$ cat config.mk
export PLATFORM = sky130hd
export DESIGN_NAME = ann_fp32_argmax
export DESIGN_NICKNAME = d
export VERILOG_FILES = /design/src/rtl/ann_fp32_argmax.sv
export SDC_FILE = /design/constraint.sdc
export NUM_CORES = 1
export LEC_CHECK = 0
export ABC_AREA = 1
export BUFFER_PORTS_ARGS = -buffer_cell sky130_fd_sc_hd__buf_4
export CAP_MARGIN = 25
export CORE_UTILIZATION = 52
export CTS_CLUSTER_DIAMETER = 100
export DETAILED_ROUTE_END_ITERATION = 12
export GPL_ROUTABILITY_DRIVEN = 0
export PLACE_DENSITY = 0.78
export SETUP_SLACK_MARGIN = 0.15
export SYNTH_ARGS = -nofsm -noshare
export SYNTH_HDL_FRONTEND = slang
export SYNTH_SLANG_ARGS = --single-unit
$ cat constraint.sdc
create_clock -name clock -period 1.72 [get_ports clock]
set_input_delay 0.258 -clock clock [delete_from_list [all_inputs] [get_ports clock]]
set_output_delay 0.258 -clock clock [all_outputs]
set_load 0.02 [all_outputs]
$ cat src/rtl/ann_fp32_argmax.sv
// Argmax classifier over NUM_CLASSES fp32 scores streamed one per beat; reports the winning index.
// Optional macro ARGMAX_NAN_FLAG_EN adds a sticky nan_flag output registered with the label.
module ann_fp32_argmax #(
    parameter int NUM_CLASSES = 10,
    parameter int IDX_W       = 4,
    parameter int RET_W       = 32
) (
    input  logic             clock,
    input  logic             reset,
    input  logic             start_port,
    input  logic             score_valid,
    input  logic [31:0]      score_data,
    output logic             score_ready,
    output logic             done_port,
    output logic [RET_W-1:0] return_port
`ifdef ARGMAX_NAN_FLAG_EN
    ,
    output logic             nan_flag
`endif
);

    typedef enum logic [1:0] {
        IDLE    = 2'd0,
        COLLECT = 2'd1,
        DONE    = 2'd2
    } state_t;

    localparam logic [IDX_W-1:0] LAST_IDX = IDX_W'(NUM_CLASSES - 1);

    state_t           state;
    state_t           state_next;
    logic [IDX_W-1:0] count;
    logic [IDX_W-1:0] best_idx;
    logic [31:0]      best_key;
    logic             accept;
    logic             last_beat;
    logic             take;
    logic             beat_nan;
    logic [31:0]      beat_key;
    logic [IDX_W-1:0] next_best_idx;

    function automatic logic is_nan(input logic [31:0] x);
        return (x[30:23] == 8'hFF) && (x[22:0] != 23'd0);
    endfunction

    // Monotonic unsigned key: -0 folds onto +0, NaN sinks below everything.
    function automatic logic [31:0] order_key(input logic [31:0] x);
        logic [31:0] c;
        c = (x == 32'h8000_0000) ? 32'd0 : x;
        if (is_nan(c))
            return 32'd0;
        return c[31] ? ~c : (c ^ 32'h8000_0000);
    endfunction

    assign beat_nan      = is_nan(score_data);
    assign beat_key      = order_key(score_data);
    assign take          = (count == '0) || (beat_key > best_key);
    assign next_best_idx = take ? count : best_idx;
    assign last_beat     = (count == LAST_IDX);

    always_ff @(posedge clock or negedge reset) begin
        if (!reset)
            state <= IDLE;
        else
            state <= state_next;
    end

    always_comb begin
        state_next  = state;
        score_ready = 1'b0;
        done_port   = 1'b0;
        accept      = 1'b0;
        unique case (state)
            IDLE: begin
                if (start_port)
                    state_next = COLLECT;
            end
            COLLECT: begin
                score_ready = 1'b1;
                accept      = score_valid;
                if (score_valid && last_beat)
                    state_next = DONE;
            end
            DONE: begin
                done_port  = 1'b1;
                state_next = IDLE;
            end
            default: state_next = IDLE;
        endcase
    end

    // The label register loads on the last accepted beat, so it is visible exactly in DONE.
    always_ff @(posedge clock or negedge reset) begin
        if (!reset) begin
            count       <= '0;
            best_idx    <= '0;
            best_key    <= '0;
            return_port <= '0;
        end else if (state == IDLE && start_port) begin
            count    <= '0;
            best_idx <= '0;
            best_key <= '0;
        end else if (accept) begin
            count <= count + IDX_W'(1);
            if (take) begin
                best_idx <= count;
                best_key <= beat_key;
            end
            if (last_beat)
                return_port <= RET_W'(next_best_idx);
        end
    end

`ifdef ARGMAX_NAN_FLAG_EN
    logic nan_seen;

    always_ff @(posedge clock or negedge reset) begin
        if (!reset) begin
            nan_seen <= 1'b0;
            nan_flag <= 1'b0;
        end else if (state == IDLE && start_port) begin
            nan_seen <= 1'b0;
        end else if (accept) begin
            nan_seen <= nan_seen | beat_nan;
            if (last_beat)
                nan_flag <= nan_seen | beat_nan;
        end
    end
`else
    // Without the flag, NaN beats only influence ordering through order_key.
    logic unused_nan;
    assign unused_nan = beat_nan;
`endif

endmodule

==> After elaboration in Yosys (flattened, before gate mapping) <==
Cells that the tools add are included.
W data, S select, Z words.
{ "classes": {"n_bitwise": 3, "n_addsub": 1, "reduce_logical": 12, "muxes": 19, "order_cmp": 1, "eq_ne": 7} }
{ "op_table": {"columns": ["cell", "count"], "rows": [
  ["$mux W32", 7],
  ["$eq A32 B32 Y1 const B", 1],
  ["$gt A32 B32 Y1", 1],
  ["$not A32 Y32", 1],
  ["$reduce_bool A23 Y1", 1],
  ["$mux W4", 5],
  ["$eq A8 B8 Y1 const B", 1],
  ["$add A4 B1 Y4 const B", 1],
  ["$eq A4 B4 Y1 const B", 1],
  ["$logic_not A4 Y1", 1],
  ["$mux W1", 4],
  ["$mux W2", 2],
  ["$ne A2 B2 Y1 const B", 2],
  ["$pmux W2 S2", 1],
  ["$reduce_and A2 Y1", 2],
  ["$reduce_bool A2 Y1", 2],
  ["$logic_and A1 B1 Y1", 3],
  ["$reduce_and A3 Y1", 1],
  ["$eq A2 B1 Y1 const B", 1],
  ["$eq A2 B2 Y1 const B", 1],
  ["$logic_not A2 Y1", 1],
  ["$not A1 Y1", 2],
  ["$logic_or A1 B1 Y1", 1]
]} }
{ "word_totals": {"output_inout_bits": 34, "in_bits": 36, "reg_bits": 46} }

==> Longest topological paths before layout <==
Gate-level depths: netlist of the first run.
{ "logic_depth": {"ltp_word": 11, "ltp_mapped": 28} }

==> Worst setup path after synthesis of the first run <==
Ideal clock, no wire load.
{ "synth_path": {"path_type": "input port to flip-flop", "startpoint": "input port score_data[2]", "endpoint": "register best_key[27]", "required_time_ps": 1603, "setup_ps": 117, "path_buffers": 2, "stages": 20, "setup_slack_ps": -798, "arrival_time_ps": 2401, "cell_sequence": "nor2_2 -> nand3_2 -> nor3_2 -> nand4_1 -> nand2_2 -> buf_6 -> nor2_2 -> ha_1 -> nand2_1 -> nor3_4 -> nand2_1 -> nand2_1 -> nand2_1 -> nand2_2 -> nand2_4 -> nand3_4 -> nand2_4 -> buf_12 -> nand2_2 -> nand2_1"} }
{ "synth_between": {"elab_chain_cells": 10, "word_cells_on_any_way": 17} }
{ "synth_lines": {"columns": ["element", "line", "rtl"], "rows": [
  ["start, declared", "12", "input logic [31:0] score_data,"],
  ["$eq A32 B32 Y1", "49", "c = (x == 32'h8000_0000) ? 32'd0 : x;"],
  ["$mux W32 (*)", "49", null],
  ["$reduce_bool A23 Y1 or $eq A8 B8 Y1 (tied branches)", "43", "return (x[30:23] == 8'hFF) && (x[22:0] != 23'd0);"],
  ["$logic_and A1 B1 Y1", "43", null],
  ["$mux W1", "50", "if (is_nan(c))"],
  ["$mux W32 (*)", "52", "return c[31] ? ~c : (c ^ 32'h8000_0000);"],
  ["$gt A32 B32 Y1", "57", "assign take = (count == '0) || (beat_key > best_key);"],
  ["$logic_or A1 B1 Y1", "57", null],
  ["$reduce_bool A2 Y1 (no source line)", null, null],
  ["$reduce_and A2 Y1 (no source line)", null, null],
  ["end signal, assigned", "107", "best_key <= beat_key;"],
  ["end, declared", "34", "logic [31:0] best_key;"]
]} }
Mark *: on every way between the ends. The rest lies on a longest branch, timed or not. The select of a mux whose other input is x is not followed.
A chain may end at the register's enable or synchronous reset.

==> Worst setup path after layout of the first run <==
{ "layout_path": {"startpoint": "input port score_data[5]", "endpoint": "register best_key[1]"} }
The elaborated chain is that of the path after synthesis.

==> results of run 1 <==
[routing by layer]
layer  up-vias  part of all wire
met4         0             0.045
met1      2031              0.39
met5         -                 0
met3        56             0.058
li1       1971                 -
met2       219              0.51
[per-stage QoR]
step           power [mW]  setup WS (ps)  hold WS, ps  instances  setup TNS (ps)
5_1_grt              8.21          -1240          302        791          -46850
6_report             7.63          -1090          257        791          -41720
4_1_cts              7.04           -875          259        774          -33940
3_3_place_gp         5.84          -1350          300        757          -52370
3_5_place_dp         6.04          -1430          311        757          -54700
2_1_floorplan        4.72           -770        -37.6        579          -29430
[final timing paths]
path	depth (start not counted)	slack (ps)	endpoint
max	24	-1090	best_key[1]
min	4	260	state[0]
max reg2reg	14	-410	best_key[1]
min reg2reg	2	500	best_key[21]
max in group asynchronous	2	790	best_key[30]
min in group asynchronous	2	510	best_key[8]
[timing repair]
action                                  CTS  global route
setup buffers                             7            15
hold buffers                              1             0
resized for setup                        55            52
endpoints found under the setup margin   40            40
gates cloned                              1             2
pin swaps                                 4            19
hold endpoints to repair                 46             0
[power by group through the flow]
stage | logic [mW] | clock network (mW) | registers (mW)
floorplan | 2.82 | 0 | 1.90
global placement | 3.99 | 0 | 1.86
detailed placement | 4.16 | 0 | 1.88
CTS | 4.47 | 0.702 | 1.87
global route | 5.53 | 0.747 | 1.94
finish | 5.04 | 0.699 | 1.89
[sequential cells by signal, indices dropped and copies added, names as in the netlist]
signal and flops:
return_port 4, best_idx 4, state 2, count 4, best_key 32
[cell usage in the layout, fill, tap and decap left out, drive strengths merged]
| master | n |
|---|---|
| dlygate4sd3 | 1 |
| nand2 | 176 |
| inv | 76 |
| nor3 | 3 |
| a21o | 1 |
| nor2 | 43 |
| clkinv | 2 |
| nor4 | 2 |
| dfrtp | 46 |
| clkbuf | 8 |
| and2 | 1 |
| a21oi | 29 |
| nand3b | 1 |
| conb | 28 |
| nand4 | 17 |
| xor2 | 1 |
| o21a | 1 |
| o21ai | 17 |
| xnor2 | 6 |
| buf | 148 |
| nand3 | 50 |
| ha | 35 |
[critical path: stages]
cell and delay (ps):
sky130_fd_sc_hd__buf_4 120, sky130_fd_sc_hd__inv_2 70, sky130_fd_sc_hd__nand3_4 100, sky130_fd_sc_hd__nor4_4 200
sky130_fd_sc_hd__buf_4 160, sky130_fd_sc_hd__nand4_1 130, sky130_fd_sc_hd__nand2_4 190, sky130_fd_sc_hd__buf_8 170
sky130_fd_sc_hd__a21oi_2 50, sky130_fd_sc_hd__ha_1 310, sky130_fd_sc_hd__nand2_1 90, sky130_fd_sc_hd__nand2_1 50
sky130_fd_sc_hd__nand2_1 70, sky130_fd_sc_hd__nand2_2 60, sky130_fd_sc_hd__nand2_2 70, sky130_fd_sc_hd__nand3_2 80
sky130_fd_sc_hd__a21oi_2 140, sky130_fd_sc_hd__nand2_2 90, sky130_fd_sc_hd__nand2_4 110, sky130_fd_sc_hd__nand3_4 100
sky130_fd_sc_hd__nand2_8 130, sky130_fd_sc_hd__buf_12 150, sky130_fd_sc_hd__nand2_1 70, sky130_fd_sc_hd__nand2_1 60
[layout make-up]
type                       instances  area, sq um
multi-input combinational        411         2770
tap                               99          124
fill                             477         1600
clock inverter                     2         13.8
inverter                          76          303
timing repair buffer             151         1330
sequential                        46         1150
clock buffer                       6         72.6
[logic make-up after synthesis]
| kind of cell | synth area share |
|---|---|
| buf+inv | 0.163 |
| fa+ha+maj | 0.108 |
| other cells | 0.000927 |
| simple gates | 0.356 |
| flops | 0.284 |
| xor+xnor | 0.0152 |
| compound gates | 0.0727 |
==> impl_summary.md, run 1 <==
Run status
The flow ran to the end, but the final reports show violations. The final reports fail on negative setup slack.

Timing
The count of final hold-check violations was 0. Dividing the final minimum period by the clock period gives 1.63. The tightest slew margin relative to the limit is 0.587. Clock skew on the completed layout was measured at 8.26 ps. The number of failing setup endpoints in the final timing report is 40. Across all setup checks in the final design, the least slack found is -1090 ps.

The max-slew violation count is 0. The highest clock frequency the design can meet is 356 MHz. At the pin with the least slew margin, the transition time is 620 ps. Setup repair after global routing could not meet its margin everywhere.

The final critical path time including I/O delays and setup is 2810 ps.

Clock tree
The clock reaches the later pin of the worst-skew pair after 300 ps. The maximum buffer depth of the clock tree is 2. The tree built by TritonCTS fans out to 46 sinks. The H-tree generated during clock tree synthesis spans 2 levels.

Clock tree synthesis selected as its root buffer the cell sky130_fd_sc_hd__clkbuf_8. The number of buffers created by CTS is 5. The CTS tree is yes. After clock tree synthesis, the clock-pin slew on the worst setup and hold paths is 100 ps.

Global route
The number of antenna violations at the first check in global routing is 0. The met3 global-route usage is 0.0355. For this run, the total global-route usage over all layers was measured as 0.270. The aggregate global routing overflow is 0. Entering global routing, the biggest net connects 47 pins. The via count of the first global-routing pass is 4032.

The wire length of the first global-routing pass is 18200 um. In the global route stage, met1 resource usage came out at 0.324. The met2 usage is 0.492.

The layer flagged by global routing as most heavily used is met2.

Setup path
The element type at the critical path start is an input port. The critical path starts at score_data[5]. The reg-to-reg critical path startpoint is best_key[23].

The required time reported for the critical path endpoint is 1970 ps. The type of the worst setup path is in -> reg. The largest fanout on the critical path is 10.

The type of element capturing the critical path is a register. For the worst setup path, the data arrival time is between 3000 and 4000 ps.

Job
Max-cap violations in this run came to 0.

Detailed routing
For this run, design rule violations remaining after detail routing come to 0. In the routed layout, each cell is associated on average with a via count of 5.41. In the final routed layout, each cell accounts on average for 15.9 um.

The number of search-and-repair iterations in the first detailed-routing pass is 5. The count of vias placed by the detailed router is around 4300. The number of nets with antenna violations after detailed routing is 0. The number of violations reported at the end of detailed-routing iteration 0 is 245. For this block, the routed nets add up to 12600 um of wire.

Pwr
The combinational fraction of design power is 0.661. The power density over the cells is approximately 1300 nW/um^2. The share of total power consumed by net switching is 0.465.

The worst ir drop on vdd is roughly 0.0013 V. For this design the total switching power over the nets is 3.55 mW. Cell internal power was estimated by the tool at 4.08 mW. The part of the total power dissipated in the clock network is 0.092.

The static leakage is approximately 3.0 nW. The share of power burned in registers is 0.247.

Logic synthesis
Dividing the synthesized area by the synthesized cell count gives 7.33 sq um. The number of different library cells used by synthesis comes to 37. The mapped netlist covers 4050 sq um. The count of flip-flops with a built-in enable after synthesis is 0. The most instantiated library cell after synthesis is sky130_fd_sc_hd__nand2_1. The share of the Yosys chip area taken by registers is 0.284. The instance count of the mapped netlist is 552. The most common flop cell mapped by yosys is sky130_fd_sc_hd__dfrtp_1. During synthesis, Yosys emitted a total of 0 warnings.

The async set or reset register ratio after synthesis is 1.00. sky130_fd_sc_hd__dfrtp_1 takes more of the synthesized area than any other cell. Of the post-synthesis cell area, the dominant cell type holds 0.284. The flop and latch count out of synthesis is 46. Sorting the synthesized cells by how often they occur yields sky130_fd_sc_hd__nand2_1 (139), sky130_fd_sc_hd__inv_1 (66), sky130_fd_sc_hd__nand3_1 (48).

Sorting the synthesized cells by area gives the leading types as sky130_fd_sc_hd__dfrtp_1 (28%), sky130_fd_sc_hd__nand2_1 (13%), sky130_fd_sc_hd__ha_1 (11%).

Floorplanning
The width of the chip is 90.2 um. During I/O placement, the number of pins put on the boundary was 70. For this configuration, the core starts out at a cell density of 0.549. The die covers 8140 sq um.

After floorplanning, the core was divided into 31 placement rows. The floorplan step set the die height to 90.2 um. The placeable core area is 7370 sq um.

Cells and area
The cell area after layout is 5770 sq um. The net total in the final layout is 762. The signed area change from the synthesized netlist to the final layout is 42.5%. The share of layout cells above drive strength 1 is 0.441. Once layout is complete, the utilization of the core stands at 0.782. The antenna diode instance count is 0.

Worst hold path
The worst min-delay path startpoint is score_valid. The path class of the tightest hold or removal check is in -> reg.

Placed design
The HPWL after detailed placement is 7290 um. Summing all placed instances gives a cell area of 4940 sq um. The number of port buffers is 41.
Note: power is estimated with default switching activity, not from simulation.
==> run 2, diff against run 1 <==
--- a/config.mk
+++ b/config.mk
@@ -12,7 +12,7 @@
 export CTS_CLUSTER_DIAMETER = 100
 export DETAILED_ROUTE_END_ITERATION = 12
 export GPL_ROUTABILITY_DRIVEN = 0
-export PLACE_DENSITY = 0.78
+export PLACE_DENSITY = 0.77
 export SETUP_SLACK_MARGIN = 0.15
 export SYNTH_ARGS = -nofsm -noshare
 export SYNTH_HDL_FRONTEND = slang
==> impl_summary.md, run 2 (same netlist as run 1, synthesis figures left out) <==
Run status
The run finished, with violations left. The final reports fail on negative setup slack.

Global route
The maximum number of pins on one net before global-route repair is 47. The all-layer global routing usage is 0.275. The via count of the first global-routing pass came to around 4100. The number of antenna violations at the first check in global routing is 0. The wire length of the first global-routing pass is 18300 um. After global routing the overflow that remains totals 0.

Setup path
Across all register-to-register paths, the minimum setup slack is -520 ps. The depth of the most critical reg-to-reg path is 14. The worst setup path is captured at a register. The element type at the critical path start is an input port. The worst flop-to-flop path endpoint is best_key[16]. The reg-to-reg critical path startpoint is best_key[23]. The worst setup path is of the in -> reg kind. The largest fanout on the critical path is 7.

At the worst endpoint, the required time is slightly below 2000 ps. Data on the critical path arrives at its endpoint at 3180 ps.

Job
The max-cap violation count is 0.

Placed design
Buffers placed on the I/O ports in this run total between 40 and 50. Detailed placement finished with a half-perimeter wire length of 7320 um.

Worst hold path
The worst hold path begins at score_valid. The classification of the worst-slack hold path is in -> reg. Along the worst hold path, the cell count comes to 4. For hold timing, the worst endpoint is state[0].

Detailed routing
After detailed routing, the number of vias per cell comes to 5.41. The final layout contains routed wiring with a total length of ~13000 um. Once detail routing completed, the nets flagged for antenna violations numbered 0. For this run, design rule violations remaining after detail routing come to 0. The number of search-and-repair iterations in the first detailed-routing pass is 5. The count of vias placed by the detailed router is roughly 4300. After detailed routing, the average wire length per cell comes to 16.4 um.

The number of violations reported at the end of detailed-routing iteration 0 is between 200 and 300.

Clock tree
The count of H-tree levels built during CTS is 2. The post-CTS clock slew at the launch and capture registers of the worst setup and hold paths is 100 ps. The clock net sink count is 46. TritonCTS built the clock tree. The latest clock arrival within the worst-skew pair is 320 ps. In this run the deepest clock path goes through 2 buffers. CTS placed an instance of sky130_fd_sc_hd__clkbuf_8 at the clock tree root. The number of buffers created by CTS is 5.

Floorplanning
The die covers 8140 sq um. The die is between 90 and 100 um wide. 70 I/O pins were placed. The floorplan step set the die height to between 90 and 100 um.

The number of rows created at floorplan is 31. For this configuration, the core starts out at a cell density of 0.549. The core region is 7370 sq um.

Timing
The max-slew violation count is 0. In the finished design, the share of the clock period the worst path needs comes to 1.70. Setup repair after global routing could not meet its margin everywhere.

The count of final hold-check violations is 0. The smallest clock period supported by the final layout is computed as a little under 3000 ps. The highest clock frequency the design can meet is roughly 340 MHz. The transition time at the pin with the least slew margin is 625 ps. The final clock skew is ~14 ps. Setup violations remaining at the end of the flow were counted as 40.

The final worst slack is -1210 ps. Measured against its own limit, the worst slew margin works out to 0.583.

Cells and area
Relative to the synthesized area, the layout overhead comes to 46.7%. The register with the most flip-flops in the layout has 32 of them. Counting flops per register, the top entry is best_key. 0 antenna diodes ended up in the layout.

The share of layout cells above drive strength 1 is 0.451. In the layout the commonest cells are sky130_fd_sc_hd__buf_4 (129), sky130_fd_sc_hd__nand2_1 (110), sky130_fd_sc_hd__inv_1 (61). Leaving out fill and tap cells, the most frequent cell in the layout is sky130_fd_sc_hd__buf_4. For this run, the post-layout net count is 762.

For this run, the share of the core covered by cells in the final layout is 0.805.

Pwr
The overall power after layout is 8.39 mW. The static leakage is 3.02 nW. The power density over the cells is 1410 nW/um^2.

The worst ir drop on vdd is 0.00113 V.
==> run 2: repair_timing <==
| item | CTS | global route |
|---|---|---|
| gates resized for setup | 49 | 76 |
| cloned | 3 | 1 |
| pin swaps | 11 | 16 |
| buffers inserted | 8 | 10 |
| hold endpoints to repair | 46 | 0 |
| endpoints found under the setup margin | 40 | 40 |
| hold buffers | 1 | 0 |
==> run 2: layer usage <==
metal	global-route usage	up-vias	share of wire
met1	0.324	2018	0.38
li1	-	1971	-
met4	0.141	0	0.047
met2	0.484	225	0.51
met5	0	-	0
met3	0.0423	63	0.060
==> run 2: layout make-up <==
class	instances	area, sq um
multi-input combinational	411	2940
fill	453	1430
inverter	76	290
clock inverter	2	37.5
timing repair buffer	151	1330
tap	99	124
clock buffer	6	72.6
sequential	46	1150
==> run 2: power by group <==
group / switching, mW / internal, mW
clock network: 0.424 / 0.435
registers: 0.354 / 1.57
logic: 3.11 / 2.50
total: 3.89 / 4.50
==> run 2: how the worst max path moves through the flow <==
stage | from | to | slack (ps) | cells past startpoint
after floorplan | score_data[2] | best_key[27] | -770 | 20
after global placement | score_data[15] | best_key[6] | -1340 | 22
after detailed placement | score_data[2] | best_key[21] | -1400 | 22
after CTS | score_data[20] | best_key[18] | -980 | 23
after global routing | score_data[6] | best_key[16] | -1290 | 22
final | score_data[26] | best_key[16] | -1210 | 21
==> run 2: critical path, stage by stage <==
cell and delay, ps:
sky130_fd_sc_hd__buf_4 110, sky130_fd_sc_hd__inv_1 100, sky130_fd_sc_hd__nand4_1 110, sky130_fd_sc_hd__nor3_1 290, sky130_fd_sc_hd__nand4_1 200, sky130_fd_sc_hd__nand2_4 180, sky130_fd_sc_hd__buf_12 160, sky130_fd_sc_hd__nor2_4 60
sky130_fd_sc_hd__ha_4 290, sky130_fd_sc_hd__nand2_4 50, sky130_fd_sc_hd__buf_4 130, sky130_fd_sc_hd__nor2_4 140, sky130_fd_sc_hd__nand4_4 120, sky130_fd_sc_hd__nor2_4 150, sky130_fd_sc_hd__nand4_4 150, sky130_fd_sc_hd__nand2_8 130
sky130_fd_sc_hd__nand3_4 90, sky130_fd_sc_hd__nand2_8 150, sky130_fd_sc_hd__buf_12 160, sky130_fd_sc_hd__nand2_2 50, sky130_fd_sc_hd__nand2_1 70
==> run 2: through the flow <==
stage                     instances  hold WS, ps  instance area (sq um)  worst slack (ps)  TNS [ps]
after floorplan                 579        -37.6                   4170              -770    -29430
after global placement          761          308                   4950             -1340    -52380
after detailed placement        761          316                   4950             -1400    -54390
after CTS                       781          295                   5500              -982    -38190
after global routing            791          338                   5940             -1290    -50490
final                           791          291                   5940             -1210    -46850
==> run 3, diff against run 2 <==
--- a/config.mk
+++ b/config.mk
@@ -13,7 +13,6 @@
 export DETAILED_ROUTE_END_ITERATION = 12
 export GPL_ROUTABILITY_DRIVEN = 0
 export PLACE_DENSITY = 0.77
-export SETUP_SLACK_MARGIN = 0.15
 export SYNTH_ARGS = -nofsm -noshare
 export SYNTH_HDL_FRONTEND = slang
 export SYNTH_SLANG_ARGS = --single-unit
==> impl_summary.md, run 3 (same netlist as run 1, synthesis figures left out) <==
Timing
Setup repair after global routing could not meet its margin everywhere. The max-slew violation count is 0. For the pin with the worst max-slew slack, the measured transition is between 600 and 700 ps. The count of final hold-check violations is 0. In this run the tightest slew margin relative to its limit is 0.578. The final critical path time including I/O delays and setup is 2840 ps. The number of failing setup endpoints in the final timing report is 40. The final worst slack is -1120 ps. The share of the clock period used by the worst path after layout is 1.65.

The highest clock frequency the design can meet is 353 MHz. The final clock skew is 14.8 ps. The setup TNS is -43170 ps.

Pwr
The power density over the cells is roughly 1400 nW/um^2. The analysis attributes to cell leakage a power of a little under 3 nW. VDD sags by at most 0.00111 V.

Clock tree
Clock latency on the worst-skew pair, taken at its later pin, is 320 ps. TritonCTS built the clock tree. The H-tree generated during clock tree synthesis spans 2 levels.

The clock net in this run drives a total of 46 sinks. The number of clock buffers added by TritonCTS is 5. The tree is rooted in a sky130_fd_sc_hd__clkbuf_8. The maximum buffer depth of the clock tree is 2. After clock tree synthesis, the clock-pin slew on the worst setup and hold paths is ~100 ps.

Setup path
At the worst endpoint, the required time is about 2000 ps. The biggest cell delay along the critical path is 240 ps. The launch point of the critical path is score_data[20]. The number of buffers and inverters on the critical path is 5. The reg-to-reg critical path startpoint is best_key[18]. The critical path is of the in -> reg type. Following the worst setup path forward leads to its endpoint at best_key[24]. In this run the critical register-to-register path is captured at best_key[24]. The number of cells on the worst reg-to-reg path is 16. Along the worst path, the maximum fanout reaches 7. STA classifies the critical path endpoint as a register. STA classifies the critical path startpoint as an input port. The family with the most delay on the worst path is simple AND/OR/NAND/NOR gates.

STA puts the critical path data arrival time at approximately 3100 ps. Traced cell by cell, the critical path runs through buf_6 -> inv_4 -> nand4_1 -> nor3_2 -> nand3b_1 -> nand2_2 -> nand2_4 -> buf_8 -> a21oi_4 -> ha_4 -> nand2_1 -> inv_2 -> nand2_1 -> nand2_1 -> nand2_1 -> nand3_2 -> a21oi_4 -> nand2_4 -> nand2_4 -> nand3_4 -> nand2_8 -> buf_12 -> nand2_4 -> nand2_2. The slowest library cell on the worst path is sky130_fd_sc_hd__nor3_2. The critical path crosses 24 cells after its start point.

The internal reg-to-reg setup slack is -460 ps.

Floorplanning
The initial utilization of the core area, before any placement, comes to 0.549. The total area inside the core boundary comes to 7370 sq um. The floorplan step set the die height to about 90 um. The number of rows created at floorplan is 31.

In this run the count of I/O pins placed on the die edge is 70. The floorplan step defined a die boundary enclosing 8140 sq um. The width of the chip is 90.2 um.

Global route
The via count of the first global-routing pass was 4094. The maximum number of pins on one net before global-route repair is 47. The number of antenna violations at the first check in global routing is 0. For this run the aggregate overflow at the end of global routing stands at 0. In the global route stage, overall resource usage came out at 0.275. The first global-routing pass estimated 18300 um of wire.

Worst hold path
The classification of the worst-slack hold path is in -> reg.

Detailed routing
The via density per instance is 5.30. The final layout contains routed wiring with a total length of about 12000 um. The number of remaining DRC errors is 0. The number of nets with antenna violations after detailed routing is 0. The wire length per cell after detailed routing is between 15 and 20 um.

The first detailed-routing pass took 5 iterations. After the first detailed-routing iteration, the DRC count stood at 275. The routed layout has 4180 vias.

Cells and area
The number of flip-flops in the largest register is 32. The top cell types in the final layout, fill and taps aside, are sky130_fd_sc_hd__buf_4 (130), sky130_fd_sc_hd__nand2_1 (112), sky130_fd_sc_hd__inv_1 (62). The layout filler cell count is between 400 and 500. Ranked by flip-flop count, first place goes to best_key. The commonest non-fill, non-tap cell in the layout is sky130_fd_sc_hd__buf_4. The cell area after layout is slightly below 6000 sq um. In the final design database the tool counted between 700 and 800 nets. The share of layout cells above drive strength 1 is 0.440. Once layout is complete, the utilization of the core stands at 0.790. Compared with the post-synthesis result, the final layout area differs by 43.9%. The antenna diode instance count is 0.

Run status
The run finished, with violations left. The checks that failed: negative setup slack.

Placed design
The count of buffers added on input and output ports is 41. The HPWL reported at the end of detailed placement is 7320 um. Once placement finished, the instance area stood at 4950 sq um.

Job
The max-cap violation count is 0.
==> run 3: final cells by class <==
type | instances | area [sq um] | share of cell area
clock inverter | 2 | 37.5 | 0.00645
clock buffer | 6 | 72.6 | 0.0125
sequential | 46 | 1150 | 0.198
inverter | 76 | 290 | 0.0499
multi-input combinational | 411 | 2880 | 0.494
tap | 99 | 124 | 0.0213
timing repair buffer | 148 | 1270 | 0.218
==> run 3: tightest hold or removal path, cell delays in order <==
cell	delay [ps]
sky130_fd_sc_hd__buf_4	110
sky130_fd_sc_hd__inv_1	50
sky130_fd_sc_hd__o21ai_0	80
sky130_fd_sc_hd__nand2_1	70
==> run 3: metal layers <==
metal | GRT usage | vias up | share of wire
met1 | 0.324 | 1959 | 0.39
met4 | 0.141 | 0 | 0.045
li1 | - | 1963 | -
met5 | 0 | - | 0
met3 | 0.0423 | 61 | 0.058
met2 | 0.484 | 197 | 0.51
==> run 3: worst min path at each step <==
stage / start / endpoint / slack [ps] / cells after the start
after floorplan: reset / best_idx[0] / -40 / 0
after global placement: reset / best_key[8] / 310 / 1
after detailed placement: reset / best_key[8] / 320 / 1
after CTS: score_valid / state[0] / 300 / 4
after global routing: score_valid / state[0] / 340 / 4
final: score_valid / state[0] / 290 / 4
==> run 3: per-stage QoR <==
stage	hold slack [ps]	setup slack, ps	total power [mW]	std cells
floorplan	-37.6	-770	4.72	579
global placement	308	-1340	5.80	761
detailed placement	316	-1400	5.97	761
CTS	295	-982	7.33	781
global route	338	-1270	8.71	788
finish	290	-1120	8.14	788
==> run 3: timing repair <==
item,CTS,global route
hold buffers,1,0
cloned,3,1
resized for setup,49,63
setup buffers,8,7
pin swaps,11,16
endpoints found under the hold margin,46,0
endpoints found under the setup margin,40,40
==> run 3: power breakdown <==
group,internal (mW),total (mW),switching (mW)
registers,1.57,1.90,0.332
logic,2.40,5.38,2.98
clock network,0.435,0.860,0.426
